[config.mk]
export PLATFORM = sky130hd
export DESIGN_NAME = cfg_write_arbiter
export DESIGN_NICKNAME = d
export VERILOG_FILES = /design/src/rtl/cfg_write_arbiter.sv
export SDC_FILE = /design/constraint.sdc
export NUM_CORES = 1
export LEC_CHECK = 0
export ABC_AREA = 1
export BUFFER_PORTS_ARGS = -buffer_cell sky130_fd_sc_hd__buf_2
export CAP_MARGIN = 20
export CORE_ASPECT_RATIO = 1.25
export CORE_MARGIN = 2
export CORE_UTILIZATION = 54
export DETAILED_ROUTE_END_ITERATION = 12
export PLACE_DENSITY = 0.8
export SKIP_CTS_REPAIR_TIMING = 1
export SLEW_MARGIN = 15
export SYNTH_ARGS = -nofsm -noshare
export SYNTH_HDL_FRONTEND = slang
export SYNTH_SLANG_ARGS = --single-unit
[constraint.sdc]
create_clock -name clk -period 1.99 [get_ports clk]
set_input_delay 0.0995 -clock clk [delete_from_list [all_inputs] [get_ports clk]]
set_output_delay 0.0995 -clock clk [all_outputs]
set_load 0.02 [all_outputs]
[src/rtl/cfg_write_arbiter.sv]
// ---------------------------------------------------------------------------
// cfg_write_arbiter
//   Arbitrates writes into a small configuration register bank between two
//   requesters: port A (SPI peripheral write path) and port B (local
//   sequencer / test path). Each port has a valid/ready handshake and a
//   one-deep holding register. A round-robin grant commits at most one
//   write per clock. The bank contents drive data0..data4.
//
// Ports
//   clk, rst_n              clock, asynchronous active-low reset
//   a_valid/a_addr/a_data   port A write request
//   a_ready                 port A holding register empty
//   b_valid/b_addr/b_data   port B write request
//   b_ready                 port B holding register empty
//   lock                    when 1, no commits; pending writes are held
//   data0..data4            bank registers 0..4
//   err_addr                one-cycle pulse after an out-of-range write is discarded
//   last_src                source of the most recent commit (0=A, 1=B)
// ---------------------------------------------------------------------------
module cfg_write_arbiter #(
  parameter int                 NUM_REGS  = 5,
  parameter int                 ADDR_W    = 7,
  parameter int                 DATA_W    = 8,
  parameter logic [DATA_W-1:0]  RESET_VAL = '0
) (
  input  logic              clk,
  input  logic              rst_n,
  input  logic              a_valid,
  input  logic [ADDR_W-1:0] a_addr,
  input  logic [DATA_W-1:0] a_data,
  output logic              a_ready,
  input  logic              b_valid,
  input  logic [ADDR_W-1:0] b_addr,
  input  logic [DATA_W-1:0] b_data,
  output logic              b_ready,
  input  logic              lock,
  output logic [DATA_W-1:0] data0,
  output logic [DATA_W-1:0] data1,
  output logic [DATA_W-1:0] data2,
  output logic [DATA_W-1:0] data3,
  output logic [DATA_W-1:0] data4,
  output logic              err_addr,
  output logic              last_src
);

  // One extra bit so NUM_REGS itself is representable for the unsigned compare.
  localparam logic [ADDR_W:0] LP_NUM_REGS = (ADDR_W+1)'(NUM_REGS);

  // Priority encoding: 0 = port A preferred, 1 = port B preferred.
  localparam logic PRI_A = 1'b0;
  localparam logic PRI_B = 1'b1;

  logic              r_hold_a_full;
  logic [ADDR_W-1:0] r_hold_a_addr;
  logic [DATA_W-1:0] r_hold_a_data;
  logic              r_hold_b_full;
  logic [ADDR_W-1:0] r_hold_b_addr;
  logic [DATA_W-1:0] r_hold_b_data;
  logic              r_prio;
  logic              r_err;
  logic              r_last_src;
  logic [DATA_W-1:0] r_bank [NUM_REGS];

  logic              w_xfer_a;
  logic              w_xfer_b;
  logic              w_grant_a;
  logic              w_grant_b;
  logic              w_commit;
  logic [ADDR_W-1:0] w_win_addr;
  logic [DATA_W-1:0] w_win_data;
  logic              w_in_range;

  // Ready comes straight from the holding-register flag, never from valid.
  assign a_ready  = !r_hold_a_full;
  assign b_ready  = !r_hold_b_full;
  assign w_xfer_a = a_valid && !r_hold_a_full;
  assign w_xfer_b = b_valid && !r_hold_b_full;

  // A lone full holder wins outright; when both are full, prio decides.
  assign w_grant_a = !lock && r_hold_a_full && (!r_hold_b_full || (r_prio == PRI_A));
  assign w_grant_b = !lock && r_hold_b_full && (!r_hold_a_full || (r_prio == PRI_B));
  assign w_commit  = w_grant_a || w_grant_b;

  assign w_win_addr = w_grant_b ? r_hold_b_addr : r_hold_a_addr;
  assign w_win_data = w_grant_b ? r_hold_b_data : r_hold_a_data;
  // Full-width unsigned compare: no aliasing of high addresses onto the bank.
  assign w_in_range = ({1'b0, w_win_addr} < LP_NUM_REGS);

  // Control state and bank
  always_ff @(posedge clk or negedge rst_n) begin
    if (!rst_n) begin
      r_hold_a_full <= 1'b0;
      r_hold_b_full <= 1'b0;
      r_prio        <= PRI_A;
      r_err         <= 1'b0;
      r_last_src    <= 1'b0;
      for (int k = 0; k < NUM_REGS; k++) begin
        r_bank[k] <= RESET_VAL;
      end
    end else begin
      // A grant and a new transfer cannot coincide on one port: ready is low while full.
      if (w_grant_a)     r_hold_a_full <= 1'b0;
      else if (w_xfer_a) r_hold_a_full <= 1'b1;

      if (w_grant_b)     r_hold_b_full <= 1'b0;
      else if (w_xfer_b) r_hold_b_full <= 1'b1;

      // A discarded out-of-range write still consumes the grant and rotates prio.
      r_err <= w_commit && !w_in_range;

      if (w_commit) begin
        r_prio     <= w_grant_a ? PRI_B : PRI_A;
        r_last_src <= w_grant_b;
      end

      if (w_commit && w_in_range) begin
        for (int k = 0; k < NUM_REGS; k++) begin
          if (w_win_addr == ADDR_W'(k)) r_bank[k] <= w_win_data;
        end
      end
    end
  end

  // Holding-register payload; qualified by the full flags, so no reset needed.
  always_ff @(posedge clk) begin
    if (w_xfer_a) begin
      r_hold_a_addr <= a_addr;
      r_hold_a_data <= a_data;
    end
    if (w_xfer_b) begin
      r_hold_b_addr <= b_addr;
      r_hold_b_data <= b_data;
    end
  end

  assign data0    = r_bank[0];
  assign data1    = r_bank[1];
  assign data2    = r_bank[2];
  assign data3    = r_bank[3];
  assign data4    = r_bank[4];
  assign err_addr = r_err;
  assign last_src = r_last_src;

endmodule

## Word-level counts from Yosys, hierarchy flattened

Cells that the tools add are included.

- Bits in read-only memories: 0
- Memories kept: 0
- Bits in latches: 0
- Output and inout bits: 44
- Register bits after elaboration: 75
- Bits in writable memories: 0
- Input bits: 35
- Logic and storage cells: 50

- Muxes and demuxes: 7
- Equal/unequal tests: 4
- Shifts and indexed selects: 0
- Magnitude comparators: 1
- Multipliers: 0
- Divide/modulo/power cells: 0
- Reduce and logical (&&, ||, !) cells: 23
- Add/subtract/negate cells: 0
- Bitwise logic cells: 1

Operators by type and width:

| operator | number |
|---|---|
| 7-bit by 2-bit == test with 1-bit output (second input constant) | 2 |
| 2-bit AND reduction | 5 |
| 1-bit logical AND | 8 |
| 8-bit 2-to-1 mux | 1 |
| 7-bit by 1-bit == test with 1-bit output (second input constant) | 1 |
| 7-bit by 3-bit == test with 1-bit output (second input constant) | 1 |
| 7-bit logical NOT | 1 |
| 7-bit by 3-bit < comparator with 1-bit output (second input constant) | 1 |
| 7-bit 2-to-1 mux | 1 |
| 1-bit 2-to-1 mux | 5 |
| 1-bit logical NOT | 4 |
| 2-bit nonzero test | 2 |
| 1-bit logical OR | 3 |
| 1-bit inverter | 1 |

## Longest topological paths before layout

- Word-level depth: 7
- Mapped depth: 12
- Gate-level depth less buffers: 11

## Least setup slack after synthesis

No wires, ideal clock.

- Path type: flip-flop to flip-flop
- Start point: register r_hold_b_full
- End point: register r_bank, in the netlist data4[0]
- Setup time: 121 ps
- Slack: 433 ps
- Required time: 1,869 ps
- Path buffers: 1
- Period minus slack after synthesis: 1,557 ps
- Arrival time: 1,436 ps
- Cell stages (with the launch flop): 12
- Cells stage by stage: dfrtp_1 -> inv_2 -> nor2_8 -> nand2_8 -> nand2_4 -> nand2_8 -> nand2_2 -> inv_2 -> nand3_2 -> buf_2 -> o21bai_1 -> nand2_1

- Longest elaborated chain between the ends: 6
- Elaborated cells on any way between the ends: 12
- Classes of those cells: order compare (1); eq/ne (1); mux (2); reduce/logical (8)

Ends and longest elaborated chain:

| item | RTL line | RTL |
|---|---|---|
| start: declaration | 56 | `logic r_hold_b_full;` |
| start signal: assignment | 93 | `r_hold_b_full <= 1'b0;` |
| start signal: assignment | 105 | `if (w_grant_b) r_hold_b_full <= 1'b0;` |
| start signal: assignment | 106 | `else if (w_xfer_b) r_hold_b_full <= 1'b1;` |
| 1-bit logical NOT | n/a |  |
| net b_ready | 35 | `output logic b_ready,` |
| 1-bit logical OR | 80 | `assign w_grant_a = !lock && r_hold_a_full && (!r_hold_b_full \|\| (r_prio == PRI_A));` |
| 1-bit logical AND | 80 |  |
| 1-bit logical OR | 82 | `assign w_commit = w_grant_a \|\| w_grant_b;` |
| 1-bit logical AND | 116 | `if (w_commit && w_in_range) begin` |
| 2-bit AND reduction (no source line) | n/a |  |
| end signal: indexed assignment | 118 | `if (w_win_addr == ADDR_W'(k)) r_bank[k] <= w_win_data;` |
| end: declaration | 62 | `logic [DATA_W-1:0] r_bank [NUM_REGS];` |

The timed path passes the listed nets, and every way through them passes these cells.
A chain may end at the register's enable or synchronous reset.

## Final worst setup path

- Start point: register r_hold_b_full
- End point: register r_bank, in the netlist data4[2]

- Longest elaborated chain between the ends: 6
- Elaborated cells on any way between the ends: 12
- Classes of those cells: order compare (1); eq/ne (1); mux (2); reduce/logical (8)

Ends and longest elaborated chain:

| item | RTL line |
|---|---|
| 1-bit logical AND or 1-bit logical NOT (tied branches) | 81, 80 |
| 1-bit logical AND or 1-bit logical OR (tied branches) | 81, 80 |
| 7-bit 2-to-1 mux or 1-bit logical AND (tied branches) | 84, 80 |
| 7-bit by 3-bit < comparator with 1-bit output or 1-bit logical OR (tied branches) | 87, 82 |
| 1-bit logical AND | 116 |
| 2-bit AND reduction (no source line) | n/a |

Parallel ways exist; a longest one is shown, timed or not.

==> summary.log <==
qor: place.global_placement_routability_congestion 0.779
qor: worst_setup_path.cp_num_buf_inv 2
qor: logic_synthesis.ys_ff_latch 75
qor: timing.totalNegativeSetupSlack 0 ns
qor: logic_synthesis.dominant_cell_type_by_area_after_synthesis dfrtp_1
qor: timing.worst_max_slew_margin_expressed_relative_to_the_limit 65.6%
qor: global_routing.first_global_vias 2622
qor: clocking.cts_max_path_buffers 2
qor: logic_synthesis.yosys-mux-area-fraction 0%
qor: route.pre_repair_dr_iteration_count 5
qor: worst_setup_path.cp.arrival 2.03 ns
qor: outcome.run_status completed
qor: logic_synthesis.synth_xor_xnor_area_share 0%
qor: pwr.share_clk_of_total_power 27.3%
qor: floorplanning.coreArea 0.00648 sq mm
qor: pwr.power-per-cell-area 1000 mW/mm^2
qor: floorplanning.die_area 0.00725 sq mm
qor: logic_synthesis.postSynthCellCount 357
qor: logic_synthesis.synth_top_cell_area_share 31.7%
qor: worst_setup_path.critPathRequiredTime 2.27 ns
qor: pwr.ir_worst_vdd 795 uV
qor: timing.finalHoldWorstSlack 0.0192 ns
qor: pwr.switching_power 1620 uW
qor: logic_synthesis.postSynthNetCount 392
qor: timing.timing.final.setup_violations 0
qor: clocking.clock_sink_count 75
qor: layout.final_net_count 509
qor: pwr.seq_power_share 42.5%
qor: layout.syn2layout_area_growth 28.6%
qor: floorplanning.io_pins 79
qor: route.drtAntennaViolNets 0
qor: worst_setup_path.cp-end-kind register
qor: clocking.ctsHtreeMaxLevel 3
qor: logic_synthesis.main_combinational_cell_family_by_area_after_synthesis simple AND/OR/NAND/NOR gates
qor: worst_setup_path.worst_setup_path_start_kind register
qor: global_routing.use_met1 27.0%
qor: pwr.power_switching_share 35.4%
qor: global_routing.grt_use_total 21.9%
qor: timing.layout_min_cycle_time 1.75 ns
qor: global_routing.top_usage_layer met2
qor: timing.tightest_slew 0.516 ns
qor: floorplanning.floorplan.initialDensity 54.9%
qor: clocking.clock_insertion_delay_worst_skew 0.35 ns
qor: worst_setup_path.worst-setup-path-type register to register
qor: route.first_iter_violations 131
qor: job.max_cap_violations 0
qor: logic_synthesis.synth-compound-area-share 9.22%
qor: logic_synthesis.arithmetic_cell_share_of_the_synthesized_area_counting_full_adders_half_adders_and_majority_gates 0%
qor: logic_synthesis.synthesis.yosys.warnings 0
qor: logic_synthesis.synth.cell_area 0.00356 sq mm
qor: clocking.tritoncts.num_buffers 9
qor: route.drc 0
qor: clocking.cts_tree yes
qor: layout.final_standard_cell_utilization_of_the_core 70.5%
qor: global_routing.grt_first_pass_wirelength 12000 um
qor: logic_synthesis.yosys_cell_types 23
qor: route.detailroute.via_count 2788
qor: logic_synthesis.async_flop_share 60.0%
qor: layout.layout.cells.most_common nand2_1
qor: logic_synthesis.synthesis.area_per_instance 9.96 sq um
qor: pwr.p_int 2950 uW
qor: logic_synthesis.post_synth_main_area_contributors dfrtp_1 32%, edfxtp_1 25%, nand2_1 8.8%, o21bai_1 8.4%, nand3_1 6.3%
qor: place.detailedPlacementHpwl 5120 um
qor: worst_setup_path.path_delay_family simple AND/OR/NAND/NOR gates
qor: layout.layout.cells.most_common_list 83 x nand2_1, 78 x buf_2, 54 x inv_1, 45 x nand3_1, 45 x dfrtp_1
qor: worst_setup_path.worst_path_max_delay_cell dfrtp_1
qor: global_routing.use_met2 36.8%
qor: global_routing.grt_start_max_net_pins 41
qor: global_routing.antenna_violations_before_repair 0
qor: clocking.clk_root_buffer_cell clkbuf_8
qor: logic_synthesis.fraction_of_the_mapped_netlist_area_in_simple_logic_gates 24.8%
qor: route.vias_per_cell 4.93
qor: pwr.share_comb_of_total_power 30.2%
qor: floorplanning.std_cell_rows 33
qor: timing.fin_skew 0.00902 ns
qor: clocking.worst_setup_hold_path_clk_slew 0.07 ns
qor: pwr.power_leakage 0.00210 uW
qor: logic_synthesis.yosys_most_used_dff dfrtp_1
qor: layout.antenna-diode-count 0
qor: route.wirelength 8080 um
qor: global_routing.grt_overflow 0
qor: timing.drv_slew 0
qor: global_routing.grt.met3_usage 4.68%
qor: logic_synthesis.synth_enable_flop_cells 30
qor: timing.hold_viol_final 0
qor: timing.rsz0062_at_grt no
qor: place.portBuffers 78
qor: timing.period_share 87.7%
qor: worst_setup_path.critPathMaxStageDelay 0.40 ns
qor: worst_setup_path.timing.critical_path.fanout_max 19
qor: logic_synthesis.yosysSeqAreaShare 57.0%
qor: floorplanning.die_h 94.7 um
qor: route.routed_wire_length_per_instance 14.3 um
qor: worst_setup_path.crit_path_cell_trace inv_2, nor2_8, nand2_8, nand2_1, nand2_2, nor2_4, nand3_2, inv_2, nand3_1, nand2_1
qor: min_path.hold_class primary input to register
qor: timing.fmax 573 MHz
qor: floorplanning.chipWidth 76.6 um
qor: layout.layout-drive-gt1-share 27.8%
## layer usage
layer,vias to the layer above,share of wire (%)
met4,0,1.7
met3,12,6.5
met2,100,52
li1,1374,-
met5,-,0
met1,1302,40
## metrics by stage
stage / setup WS, ns / cells / instance area, sq um / total power (uW)
2_1_floorplan: 0.433 / 357 / 3560 / 2910
3_3_place_gp: 0.292 / 519 / 4050 / 3280
3_5_place_dp: 0.254 / 519 / 4050 / 3310
4_1_cts: 0.233 / 535 / 4260 / 4540
5_1_grt: 0.0404 / 566 / 4570 / 4810
6_report: 0.245 / 566 / 4570 / 4570
## synth_stat cells (2+ instances only)
master / instances
nand2_2: 7
inv_1: 54
nand3_1: 45
nand2_8: 2
nand3_4: 4
nand2_1: 83
buf_6: 5
buf_2: 4
nand2_4: 4
inv_2: 10
nor2_1: 8
edfxtp_1: 30
nand3_2: 2
nor2_4: 3
a21oi_1: 3
nand3b_1: 2
nor2_8: 2
o21bai_1: 40
dfrtp_1: 45
## worst reg2reg max path, stage by stage (launching register included)
cell and delay (ns):
dfrtp_1 0.40, inv_2 0.09, nor2_8 0.16, nand2_8 0.13, nand2_1 0.10, nand2_2 0.08, nor2_4 0.15, nand3_2 0.20
inv_2 0.19, nand3_1 0.10, nand2_1 0.08
## cell families (layout without fill, tap and decap cells)
logic type / Yosys count / in the layout
simple gates: 163 / 163
flops: 75 / 75
buf+inv: 74 / 196
compound gates: 45 / 45
## final timing paths
check,start,to,slack [ns],cells after the start
max,r_hold_b_full,data4[2],0.24,10
max in group asynchronous,rst_n,data4[6],1.16,3
min in group asynchronous,rst_n,data2[5],0.25,2
max reg2reg,r_hold_b_full,data4[2],0.24,10
min reg2reg,last_src,last_src,0.52,2
min,a_valid,r_hold_a_full,0.02,3
## power by group through the flow
stage | registers, uW | logic (uW) | clock network (uW)
2_1_floorplan | 2040 | 874 | 0
3_3_place_gp | 1970 | 1310 | 0
3_5_place_dp | 1970 | 1340 | 0
4_1_cts | 1940 | 1340 | 1260
5_1_grt | 1960 | 1520 | 1330
6_report | 1950 | 1380 | 1250
## layout make-up
| cell class | instances | area, sq um |
|---|---|---|
| clock buffer | 11 | 131 |
| clock inverter | 5 | 77.6 |
| fill | 492 | 1910 |
| inverter | 64 | 240 |
| multi-input combinational | 208 | 1210 |
| sequential | 75 | 2030 |
| tap | 87 | 109 |
| timing repair buffer | 116 | 778 |
## sequential cells by signal, indices dropped and copies added (netlist names), 7 cells and up
name and count:
r_hold_a_data 8, r_hold_b_addr 7, data3 8, data1 8, data4 8, data0 8
data2 8, r_hold_a_addr 7, r_hold_b_data 8
Note: power is estimated with default switching activity, not from simulation.
